File: src/rtl/znc_status_reg_pkg.sv
// Shared definitions for the ZNC status word: flag bit positions, condition
// codes and the flag reset value.
package znc_status_reg_pkg;

   localparam int unsigned ZNC_W = 3;

   localparam int unsigned Z_BIT = 2;
   localparam int unsigned N_BIT = 1;
   localparam int unsigned C_BIT = 0;

   localparam logic [2:0] COND_AL = 3'b000;
   localparam logic [2:0] COND_EQ = 3'b001;
   localparam logic [2:0] COND_NE = 3'b010;
   localparam logic [2:0] COND_MI = 3'b011;
   localparam logic [2:0] COND_PL = 3'b100;
   localparam logic [2:0] COND_CS = 3'b101;
   localparam logic [2:0] COND_CC = 3'b110;
   localparam logic [2:0] COND_NV = 3'b111;

   typedef logic [ZNC_W-1:0] znc_t;

   localparam znc_t ZNC_RST = 3'b000;

endpackage

File: src/rtl/znc_status_reg_cond_eval.sv
// Combinational branch-condition evaluator: maps a condition code and the
// current ZNC flags onto a single taken/not-taken bit.
module znc_status_reg_cond_eval
   import znc_status_reg_pkg::*;
#(
   parameter int unsigned CW = 3
) (
   input  logic [CW-1:0] cond,
   input  znc_t          znc,
   output logic          cond_true
);

   always_comb begin
      cond_true = 1'b0;
      // Codes outside the defined set (only possible when CW > 3) never hold.
      case (cond)
         CW'(COND_AL): cond_true = 1'b1;
         CW'(COND_EQ): cond_true = znc[Z_BIT];
         CW'(COND_NE): cond_true = ~znc[Z_BIT];
         CW'(COND_MI): cond_true = znc[N_BIT];
         CW'(COND_PL): cond_true = ~znc[N_BIT];
         CW'(COND_CS): cond_true = znc[C_BIT];
         CW'(COND_CC): cond_true = ~znc[C_BIT];
         default:      cond_true = 1'b0;
      endcase
   end

endmodule

File: src/rtl/znc_status_reg.sv
// Registered ZNC status word with an interrupt shadow stack, sticky
// overflow/underflow flags and a combinational branch-condition output.
module znc_status_reg
   import znc_status_reg_pkg::*;
#(
   parameter int unsigned DEPTH = 4,
   parameter int unsigned CW    = 3
) (
   input  logic                     clk,
   input  logic                     reset,
   input  logic                     znc_wr,
   input  logic [2:0]               ZNC_new,
   input  logic                     push,
   input  logic                     pop,
   input  logic [CW-1:0]            cond,
   input  logic                     err_clr,
   output logic [2:0]               ZNC_q,
   output logic                     cond_true,
   output logic [$clog2(DEPTH):0]   depth,
   output logic                     full,
   output logic                     empty,
   output logic                     ovf_err,
   output logic                     udf_err
);

   localparam int unsigned AW = $clog2(DEPTH);

   znc_t          znc_q, znc_d;
   logic [AW:0]   depth_q, depth_d;
   logic          ovf_q, ovf_d;
   logic          udf_q, udf_d;
   znc_t          stack_q [DEPTH];

   logic          do_push, do_pop, ovf_set, udf_set;
   logic [AW-1:0] wr_ptr, rd_ptr;

   assign full  = (depth_q == (AW+1)'(DEPTH));
   assign empty = (depth_q == '0);

   // A simultaneous push and pop cancels out: no stack movement, no error.
   assign do_push = push & ~pop & ~full;
   assign do_pop  = pop & ~push & ~empty;
   assign ovf_set = push & ~pop & full;
   assign udf_set = pop & ~push & empty;

   // When full the low bits wrap to 0, so rd_ptr correctly lands on DEPTH-1.
   assign wr_ptr = depth_q[AW-1:0];
   assign rd_ptr = wr_ptr - 1'b1;

   always_comb begin
      znc_d   = znc_q;
      depth_d = depth_q;
      if (do_pop) begin
         znc_d   = stack_q[rd_ptr];
         depth_d = depth_q - 1'b1;
      end else if (znc_wr) begin
         znc_d = ZNC_new;
      end
      if (do_push) begin
         depth_d = depth_q + 1'b1;
      end
      // A new error beats a coincident clear.
      ovf_d = ovf_set | (ovf_q & ~err_clr);
      udf_d = udf_set | (udf_q & ~err_clr);
   end

   always_ff @(posedge clk or posedge reset) begin
      if (reset) begin
         znc_q   <= ZNC_RST;
         depth_q <= '0;
         ovf_q   <= 1'b0;
         udf_q   <= 1'b0;
      end else begin
         znc_q   <= znc_d;
         depth_q <= depth_d;
         ovf_q   <= ovf_d;
         udf_q   <= udf_d;
      end
   end

   // Stack contents are don't-care after reset, so the array has no reset.
   always_ff @(posedge clk) begin
      if (do_push) begin
         stack_q[wr_ptr] <= znc_q;
      end
   end

   znc_status_reg_cond_eval #(
      .CW (CW)
   ) u_cond_eval (
      .cond      (cond),
      .znc       (znc_q),
      .cond_true (cond_true)
   );

   assign ZNC_q   = znc_q;
   assign depth   = depth_q;
   assign ovf_err = ovf_q;
   assign udf_err = udf_q;

endmodule
File: config.mk
export PLATFORM = sky130hd
export DESIGN_NAME = znc_status_reg
export DESIGN_NICKNAME = d
export VERILOG_FILES = /design/src/rtl/znc_status_reg_pkg.sv /design/src/rtl/znc_status_reg_cond_eval.sv /design/src/rtl/znc_status_reg.sv
export SDC_FILE = /design/constraint.sdc
export NUM_CORES = 1
export LEC_CHECK = 0
export ABC_AREA = 1
export CAP_MARGIN = 15
export CORE_ASPECT_RATIO = 1.1
export CORE_MARGIN = 1
export CORE_UTILIZATION = 44
export CTS_CLUSTER_DIAMETER = 150
export DETAILED_ROUTE_END_ITERATION = 8
export GPL_ROUTABILITY_DRIVEN = 0
export GPL_TIMING_DRIVEN = 0
export PLACE_DENSITY = 0.75
export RECOVER_POWER = 100
export SLEW_MARGIN = 20
export SYNTH_ARGS = -nofsm -noshare
export SYNTH_HDL_FRONTEND = slang
export SYNTH_SLANG_ARGS = --single-unit
File: constraint.sdc
create_clock -name clk -period 2 [get_ports clk]
set_clock_uncertainty 0.15 [all_clocks]
set_input_delay 0.2 -clock clk [delete_from_list [all_inputs] [get_ports clk]]
set_output_delay 0.2 -clock clk [all_outputs]
set_load 0.02 [all_outputs]
---- Yosys cells after proc, flatten, opt, wreduce, memory -nomap -nowiden ----
Memories as Yosys holds them, arrays and structs flattened.
Cells that the tools add are included.
word-level totals
  bits in writable memories ............... 12
  bits in latches ......................... 0
  memory bits (read-only) ................. 0
  flip-flop bits (word level) ............. 8
  word-level logic and storage cells ...... 44
  bits of input ports ..................... 12
  output and inout port bits .............. 11
  memories kept ........................... 1
operators by class
  multipliers ............................. 0
  mux-type cells .......................... 7
  div/mod/pow operators ................... 0
  add/sub/neg operators ................... 3
  bitwise operators ....................... 18
  shift operators ......................... 0
  eq/ne operators ......................... 7
  reduce and logical (&&, ||, !) cells .... 4
  order comparisons ....................... 0
memory list
  memory   words  width  read ports  clocked after Yosys merged registers in  wr ports  RTL line              source
  stack_q  4      3      1           0                                        1         znc_status_reg.sv:32  znc_t stack_q [DEPTH];
operators by type and width
  kind                                                                count
  3-bit == test, second input constant                                4
  3-bit two-way mux                                                   4
  1-bit AND                                                           8
  1-bit NOT                                                           8
  1-bit one-hot mux with 7 select lines                               1
  3-bit by 2-bit == test with 1-bit output, second input constant     2
  3-bit zero test                                                     2
  2-bit nonzero test                                                  2
  3-bit by 1-bit adder with 3-bit output, second input constant       1
  3-bit by 1-bit == test with 1-bit output, second input constant     1
  3-bit by 1-bit subtractor with 3-bit output, second input constant  1
  1-bit two-way mux                                                   2
  1-bit bitwise OR                                                    2
  2-bit by 1-bit subtractor with 2-bit output, second input constant  1

---- Logic depth before layout (Yosys ltp) ----
Gate-level depths: netlist of the first run.
  depth after elaboration ................. 5
  gate-level depth with buffers ........... 10
  gate-level depth less buffers ........... 9

---- Modules after synthesis ----
From an unflattened synthesis of the first run, not the netlist that was laid out.
unflattened totals
  cell total of the unflattened synthesis .. 112
  area, all modules ....................... 1027.2 um2
modules (own cells, without submodules)
  module                    sequential area each (um2)  cells an instance  instances  area each (um2)
  znc_status_reg            560.5                       98                 1          967.2
  znc_status_reg_cond_eval  0.0                         14                 1          60.1

---- Worst setup path before layout of the first run ----
Ideal clock, no wire load.
  path type ............................... register to register
  start point ............................. register depth_q[0], in the netlist depth[0]
  end point ............................... register depth_q[2], in the netlist depth[2]
  cell stages (with the launch flop) ...... 10
  setup slack ............................. -227 ps
  setup time .............................. 117 ps
  clock period less this slack ............ 2227 ps
  required time ........................... 1733 ps
  arrival ................................. 1959 ps
  path buffers ............................ 1
  cell sequence ........................... dfrtp_1 -> buf_2 -> inv_2 -> ha_1 -> nand2_2 -> nand3_2 -> fa_1 -> nand3b_1 -> nand3_1 -> nand2_1
between the ends
  cells in the longest elaborated chain, start to end .. 4
  elaborated cells between the ends (all ways) .. 11
  those cells by class .................... add/sub (2); eq/ne (1); mux (2); bitwise (4); reduce/logical (2)
RTL lines
  what                                                                                                 RTL line              source
  start, declared                                                                                      znc_status_reg.sv:29  logic [AW:0] depth_q, depth_d;
  start signal, assigned                                                                               znc_status_reg.sv:75  depth_q <= depth_d;
  parallel branches: the longest is 4 deep, another holds 3-bit by 1-bit subtractor with 3-bit output  --
Several ways; the timed one is not identified. The select of a mux whose other input is x is not followed.
A chain may end at the register's enable or synchronous reset.

---- Worst setup path after layout of the first run ----
Same ends and word-level chain as after synthesis.

==> flow_summary.json, run 1 <==
{
  "status": "completed",
  "tritoncts.num_buffers": 3,
  "ys_warn_count": 0,
  "slew_headroom_pct": 77.94,
  "cts_tree": "done",
  "synthCells": 110,
  "route.met2.wl_um": 1104,
  "die_h_um": 52.65,
  "fin_crit_ns": 1.927,
  "hold_viol": 0,
  "whs_path_depth": 3,
  "crit_path_end_kind": "flip-flop",
  "hold_ws_ns": 0.3403,
  "cp-start-kind": "flip-flop",
  "h-tree-depth": 1,
  "synth_cell_types": 21,
  "antenna_found_initial": 0,
  "critical-path-max-stage-delay_ns": 0.41,
  "criticalPathCategory": "reg2reg",
  "p_leak_nw": 0.6342,
  "start_util_pct": 48.72,
  "chipWidth_um": 48.04,
  "first_global_vias": 769,
  "grt_max_degree": 13,
  "drtIter0Drc": 23,
  "clockBufferDepth": 2,
  "worstMarginPinSlew_ns": 0.3306,
  "fmax_ghz": 0.5189,
  "power.switching_mw": 0.7640,
  "rows": 17,
  "final_cell_mix": "nand2_1 (24), nand3_1 (23), inv_1 (15), edfxtp_1 (12)",
  "min_period_over_period_pct": 96.35,
  "synth-edff-count": 12,
  "arrival_ns": 1.98,
  "top_layer_used": "met4",
  "worstPathCellList": "buf_6, inv_4, ha_4, nand2_4, nand3_4, fa_2, nand3b_1, nand3_1, nand2_1",
  "synthesis.nets": 127,
  "avgSynthCellArea_sq_um": 9.327,
  "reg2reg_depth": 9,
  "cts-root-buf": "clkbuf_4",
  "drv_slew": 0,
  "die_area_sq_mm": 0.002529,
  "drtPass1Iterations": 4,
  "dr_wl_met3_um": 57,
  "ys_ff_latch": 20,
  "setup_slack_ns": 0.07302,
  "coreArea_sq_mm": 0.002106,
  "power_density_mw_per_mm2": 1394,
  "worstPathRequired_ns": 2.06,
  "vias": 857,
  "nNetsFinal": 162,
  "peakVddDrop_mv": 0.9942,
  "p_comb_share_pct": 49.1,
  "seqPwrFrac_pct": 34.2,
  "worst-path-stages": 9,
  "dp_slack_ns": -0.1174,
  "syn-cell-area_sq_mm": 0.001026,
  "setup_viol": 0,
  "synth_ff_type": "edfxtp_1",
  "ioPinCount": 23,
  "drv_cap": 0,
  "globalRouteOverflowTotal": 0,
  "clock-sinks": 20,
  "routedWlPerCell_um": 12.83,
  "port_buffers": 22,
  "p_int_mw": 1.207,
  "post-route-util_pct": 67.14,
  "antenna_left": 0,
  "cpMaxStageDelayCell": "fa_2",
  "grt_pass1_wl_um": 3429,
  "drt_wl_total_um": 2206,
  "synthToLayoutAreaGrowth_pct": 37.81,
  "path_clk_slew_ns": 0.11,
  "antenna_cells": 0,
  "clock_latency_ns": 0.30,
  "layout_commonest_cell": "nand2_1",
  "synth-seq-area-share_pct": 54.63,
  "switching_share_pct": 38.76,
  "grt_use_total_pct": 20.30,
  "critPathTopFamily": "adder cells",
  "drc": 0,
  "async_flop_share_pct": 40.00,
  "place_hpwl_um": 1545,
  "drive_gt1_share_pct": 15.28,
  "wl_met1_um": 977,
  "routed_via_density": 4.983,
  "hold_class": "in2reg",
  "critPathBufInv": 2,
  "pwr-share-clk_pct": 16.6,
  "cp_max_fo": 9
}
-- cells by family after synthesis --
logic type / count (synthesis) / share of synthesized area (%)
AND/OR/NAND/NOR: 60 / 27.68
flip-flops: 20 / 54.63
buffers and inverters: 18 / 6.707
AO/OA/AOI/OAI: 7 / 4.146
adder cells (fa/ha/maj): 5 / 6.830
-- layout make-up --
class	count	area [sq um]
multi-input combinational	72	411.6
inverter	17	66.31
tap	28	35.03
sequential	20	563.0
timing repair buffer	30	274.0
buffer	1	11.26
clock buffer	3	22.52
fill	162	691.9
clock inverter	1	30.03
-- worst reg2reg max path, stage by stage, from the launching register on --
cell      delay, ns
dfrtp_2        0.39
buf_6          0.10
inv_4          0.05
ha_4           0.18
nand2_4        0.09
nand3_4        0.10
fa_2           0.41
nand3b_1       0.21
nand3_1        0.10
nand2_1        0.06
-- worst paths after layout --
check / start / to / slack, ns
max in group asynchronous: reset / depth[0]$_DFFE_PP0P_ / 0.76
min: ZNC_new[1] / ZNC_q[1]$_DFFE_PP0P_ / 0.34
max: depth[0]$_DFFE_PP0P_ / depth[2]$_DFFE_PP0P_ / 0.07
min in group asynchronous: reset / ovf_err$_DFF_PP0_ / 0.68
max reg2reg: depth[0]$_DFFE_PP0P_ / depth[2]$_DFFE_PP0P_ / 0.07
min reg2reg: ovf_err$_DFF_PP0_ / ovf_err$_DFF_PP0_ / 0.40
-- sequential cells by signal, indices dropped and copies added (netlist names) --
name / count
stack_q: 12
udf_err: 1
ovf_err: 1
ZNC_q: 3
depth: 3
-- cells in the mapped netlist (2+ instances only) --
library cell | count | area [sq um]
nand3_1 | 23 | 115.1
nor2_1 | 8 | 30.03
edfxtp_1 | 12 | 360.4
o21ai_0 | 2 | 10.01
nand2_2 | 3 | 18.77
ha_1 | 4 | 50.05
inv_2 | 2 | 7.510
nand2_1 | 21 | 78.83
o22ai_1 | 2 | 12.51
dfrtp_1 | 8 | 200.2
inv_1 | 15 | 56.30
-- routing by layer --
layer	track usage (%)	vias to the layer above
li1	-	435
met1	25.55	397
met2	32.21	19
met3	3.103	6
met4	11.11	0
met5	0	-
-- power groups by stage --
stage	Clock (mW)	Sequential [mW]	Combinational (mW)
floorplan	0	0.750	0.485
global placement	0	0.698	0.854
detailed placement	0	0.704	0.866
CTS	0.338	0.688	0.917
global route	0.351	0.691	1.07
finish	0.328	0.675	0.969
-- stage by stage --
stage / power [mW] / instance area [sq um] / cells / setup TNS, ns
5_1_grt: 2.108 / 1414 / 172 / -0.02403
2_1_floorplan: 1.236 / 1046 / 110 / 0
3_3_place_gp: 1.552 / 1301 / 160 / -0.2506
6_report: 1.971 / 1414 / 172 / 0
3_5_place_dp: 1.570 / 1301 / 160 / -0.3292
4_1_cts: 1.943 / 1381 / 166 / 0
-- timing repair --
item / 4_1_cts / 5_1_grt
gates resized for setup: 13 / 2
setup buffers: 1 / 6
hold buffers: 1 / 0
endpoints found under the setup margin: 5 / 4
pin swaps: 0 / 2
endpoints found under the hold margin: 8 / 0
Power figures use the tool's default switching activity.
==> inputs of run 2 (changes only) <==
--- a/config.mk
+++ b/config.mk
@@ -13,7 +13,6 @@
 export CTS_CLUSTER_DIAMETER = 150
 export DETAILED_ROUTE_END_ITERATION = 8
 export GPL_ROUTABILITY_DRIVEN = 0
-export GPL_TIMING_DRIVEN = 0
 export PLACE_DENSITY = 0.75
 export RECOVER_POWER = 100
 export SLEW_MARGIN = 20
==> run 2 against run 1 <==
Effect of this change: setup slack improved by 0.022 ns; clock power up 1%; critical path depth down 7; first-iteration DRC count increased by 8.7%; sequential cell count unchanged; via count up 2.2%; highest routed layer unchanged; critical path type is now reg2out; register-to-register slack better by 0.097 ns; largest cell class unchanged; non-clock buffer count decreased by 1; wire length rose by 0.36%.
==> flow_summary.json, run 2 (synthesis results as in run 1) <==
{
  "status": "completed",
  "routed_via_density": 5.123,
  "nFillCells": 164,
  "clockBufferDepth": 2,
  "cp_max_fo": 11,
  "first_global_vias": 839,
  "cpMaxStageDelayCell": "dlygate4sd3_1",
  "slew_headroom_pct": 78.09,
  "reg2reg_depth": 8,
  "h-tree-depth": 1,
  "criticalPathCategory": "reg2out",
  "drv_slew": 0,
  "grt_use_total_pct": 21.74,
  "path_clk_slew_ns": 0.12,
  "worstPathRequired_ns": 1.65,
  "cp-start-kind": "flip-flop",
  "worstMarginPinSlew_ns": 0.3282,
  "vias": 876,
  "coreArea_sq_mm": 0.002106,
  "rows": 17,
  "port_buffers": 22,
  "hold_class": "in2reg",
  "globalRouteOverflowTotal": 0,
  "nNetsFinal": 161,
  "antenna_left": 0,
  "arrival_ns": 1.56,
  "largest_reg_flops": 12,
  "place_hpwl_um": 1672,
  "chipWidth_um": 48.04,
  "fin_crit_ns": 1.905,
  "die_h_um": 52.65,
  "final_cell_mix": "nand3_1 (24), nand2_1 (22), inv_1 (15), edfxtp_1 (12), dlygate4sd3_1 (11)",
  "drv_cap": 0,
  "critPathTopFamily": "buffers and inverters",
  "power.switching_mw": 0.7426,
  "start_util_pct": 48.72,
  "reg2reg_from": "depth[1]$_DFFE_PP0P_",
  "routedWlPerCell_um": 12.95,
  "drtIter0Drc": 25,
  "drtPass1Iterations": 4,
  "endpoint": "depth[0]",
  "hold_viol": 0,
  "drt_wl_total_um": 2214,
  "cts_tree": "done",
  "layout_commonest_cell": "nand3_1",
  "grt_max_degree": 13,
  "critical-path-max-stage-delay_ns": 0.65,
  "seqPwrFrac_pct": 33.0,
  "cp-startpoint": "depth[0]$_DFFE_PP0P_",
  "drive_gt1_share_pct": 12.59,
  "pwr-share-clk_pct": 17.5,
  "power_mw": 1.892,
  "ioPinCount": 23,
  "final_area_sq_mm": 0.001375,
  "worstPathCellList": "buf_4, dlygate4sd3_1",
  "tritoncts.num_buffers": 3,
  "synthToLayoutAreaGrowth_pct": 34.02,
  "drc": 0,
  "rsz0062_at_grt": "false",
  "p_comb_share_pct": 49.5,
  "grt_pass1_wl_um": 3657,
  "peakVddDrop_mv": 0.8385,
  "critPathBufInv": 2,
  "antenna_cells": 0,
  "hp-start": "ZNC_new[1]",
  "power_density_mw_per_mm2": 1376,
  "place_area_sq_mm": 0.001343,
  "crit_path_end_kind": "primary output",
  "clock-sinks": 20,
  "r2r_setup_slack_ns": 0.17,
  "clock_latency_ns": 0.30,
  "fmax_ghz": 0.5249,
  "p_int_mw": 1.150,
  "die_area_sq_mm": 0.002529,
  "setup_viol": 0,
  "min_period_over_period_pct": 95.26,
  "antenna_found_initial": 0,
  "worst-path-stages": 2,
  "p_leak_nw": 0.6233,
  "reg2reg_to": "depth[2]$_DFFE_PP0P_",
  "cts-root-buf": "clkbuf_4",
  "switching_share_pct": 39.24,
  "top_register": "stack_q"
}
-- run 2: cell types whose count changed in the layout (fill, tap and decap cells not counted), sizes merged --
| cell | delta |
|---|---|
| clkdlybuf4s50 | -1 |
| clkdlybuf4s15 | -1 |
| dlygate4sd2 | +1 |
| dlygate4sd3 | +1 |
| clkbuf | -1 |
-- run 2: area by class of cell --
type	instances	area (sq um)	share of cell area, %
Clock buffer	3	22.52	1.638
Sequential cell	20	561.8	40.86
Multi-Input combinational cell	72	391.6	28.48
Inverter	17	63.81	4.641
Timing Repair Buffer	30	270.3	19.65
Clock inverter	1	30.03	2.184
Tap cell	28	35.03	2.548
-- run 2: tightest hold or removal path, cell delays in order --
cell             delay (ns)
clkdlybuf4s50_1        0.39
nand3_1                0.07
nand3_1                0.08
-- run 2: power by group through the flow --
stage	combinational, mW	sequential, mW	clock [mW]
floorplan	0.485	0.750	0
detailed placement	1.01	0.634	0
global route	1.04	0.637	0.355
global placement	0.995	0.628	0
CTS	0.994	0.626	0.339
finish	0.937	0.624	0.332
-- run 2: worst min-delay path by stage --
stage                           endpoint  slack (ns)  cells past startpoint
finish              ZNC_q[1]$_DFFE_PP0P_        0.33                      3
CTS                 ZNC_q[1]$_DFFE_PP0P_        0.33                      3
floorplan           ZNC_q[0]$_DFFE_PP0P_       -0.13                      1
global placement    ZNC_q[1]$_DFFE_PP0P_        0.32                      2
detailed placement     udf_err$_DFF_PP0_        0.33                      2
global route           udf_err$_DFF_PP0_        0.33                      2
-- run 2: timing repair --
| action | CTS | global route |
|---|---|---|
| hold endpoints to repair | 8 | 0 |
| setup endpoints to repair | 3 | 1 |
| gates resized for setup | 3 | 2 |
| pin swaps | 0 | 0 |
| hold buffers | 1 | 0 |
| buffers inserted | 0 | 0 |
-- run 2: routing by layer --
layer | wire, um | track usage [%] | vias up
met3 | 95 | 4.138 | 10
met5 | 0 | 0 | -
met1 | 915 | 27.33 | 399
met4 | 93 | 15.74 | 0
met2 | 1111 | 32.21 | 36
li1 | - | - | 431
-- run 2: through the flow --
stage                     cells  hold WS [ns]  util, %  TNS [ns]  setup slack [ns]
after floorplan             110       -0.1344        -         0           0.02003
after global placement      166        0.3227    63.76         0           0.02394
after detailed placement    166        0.3292    63.76  -0.07831          -0.07831
after CTS                   171        0.3296    66.55         0           0.06713
after global routing        171        0.3346    65.30         0           0.03357
final                       171        0.3308    65.30         0           0.09485
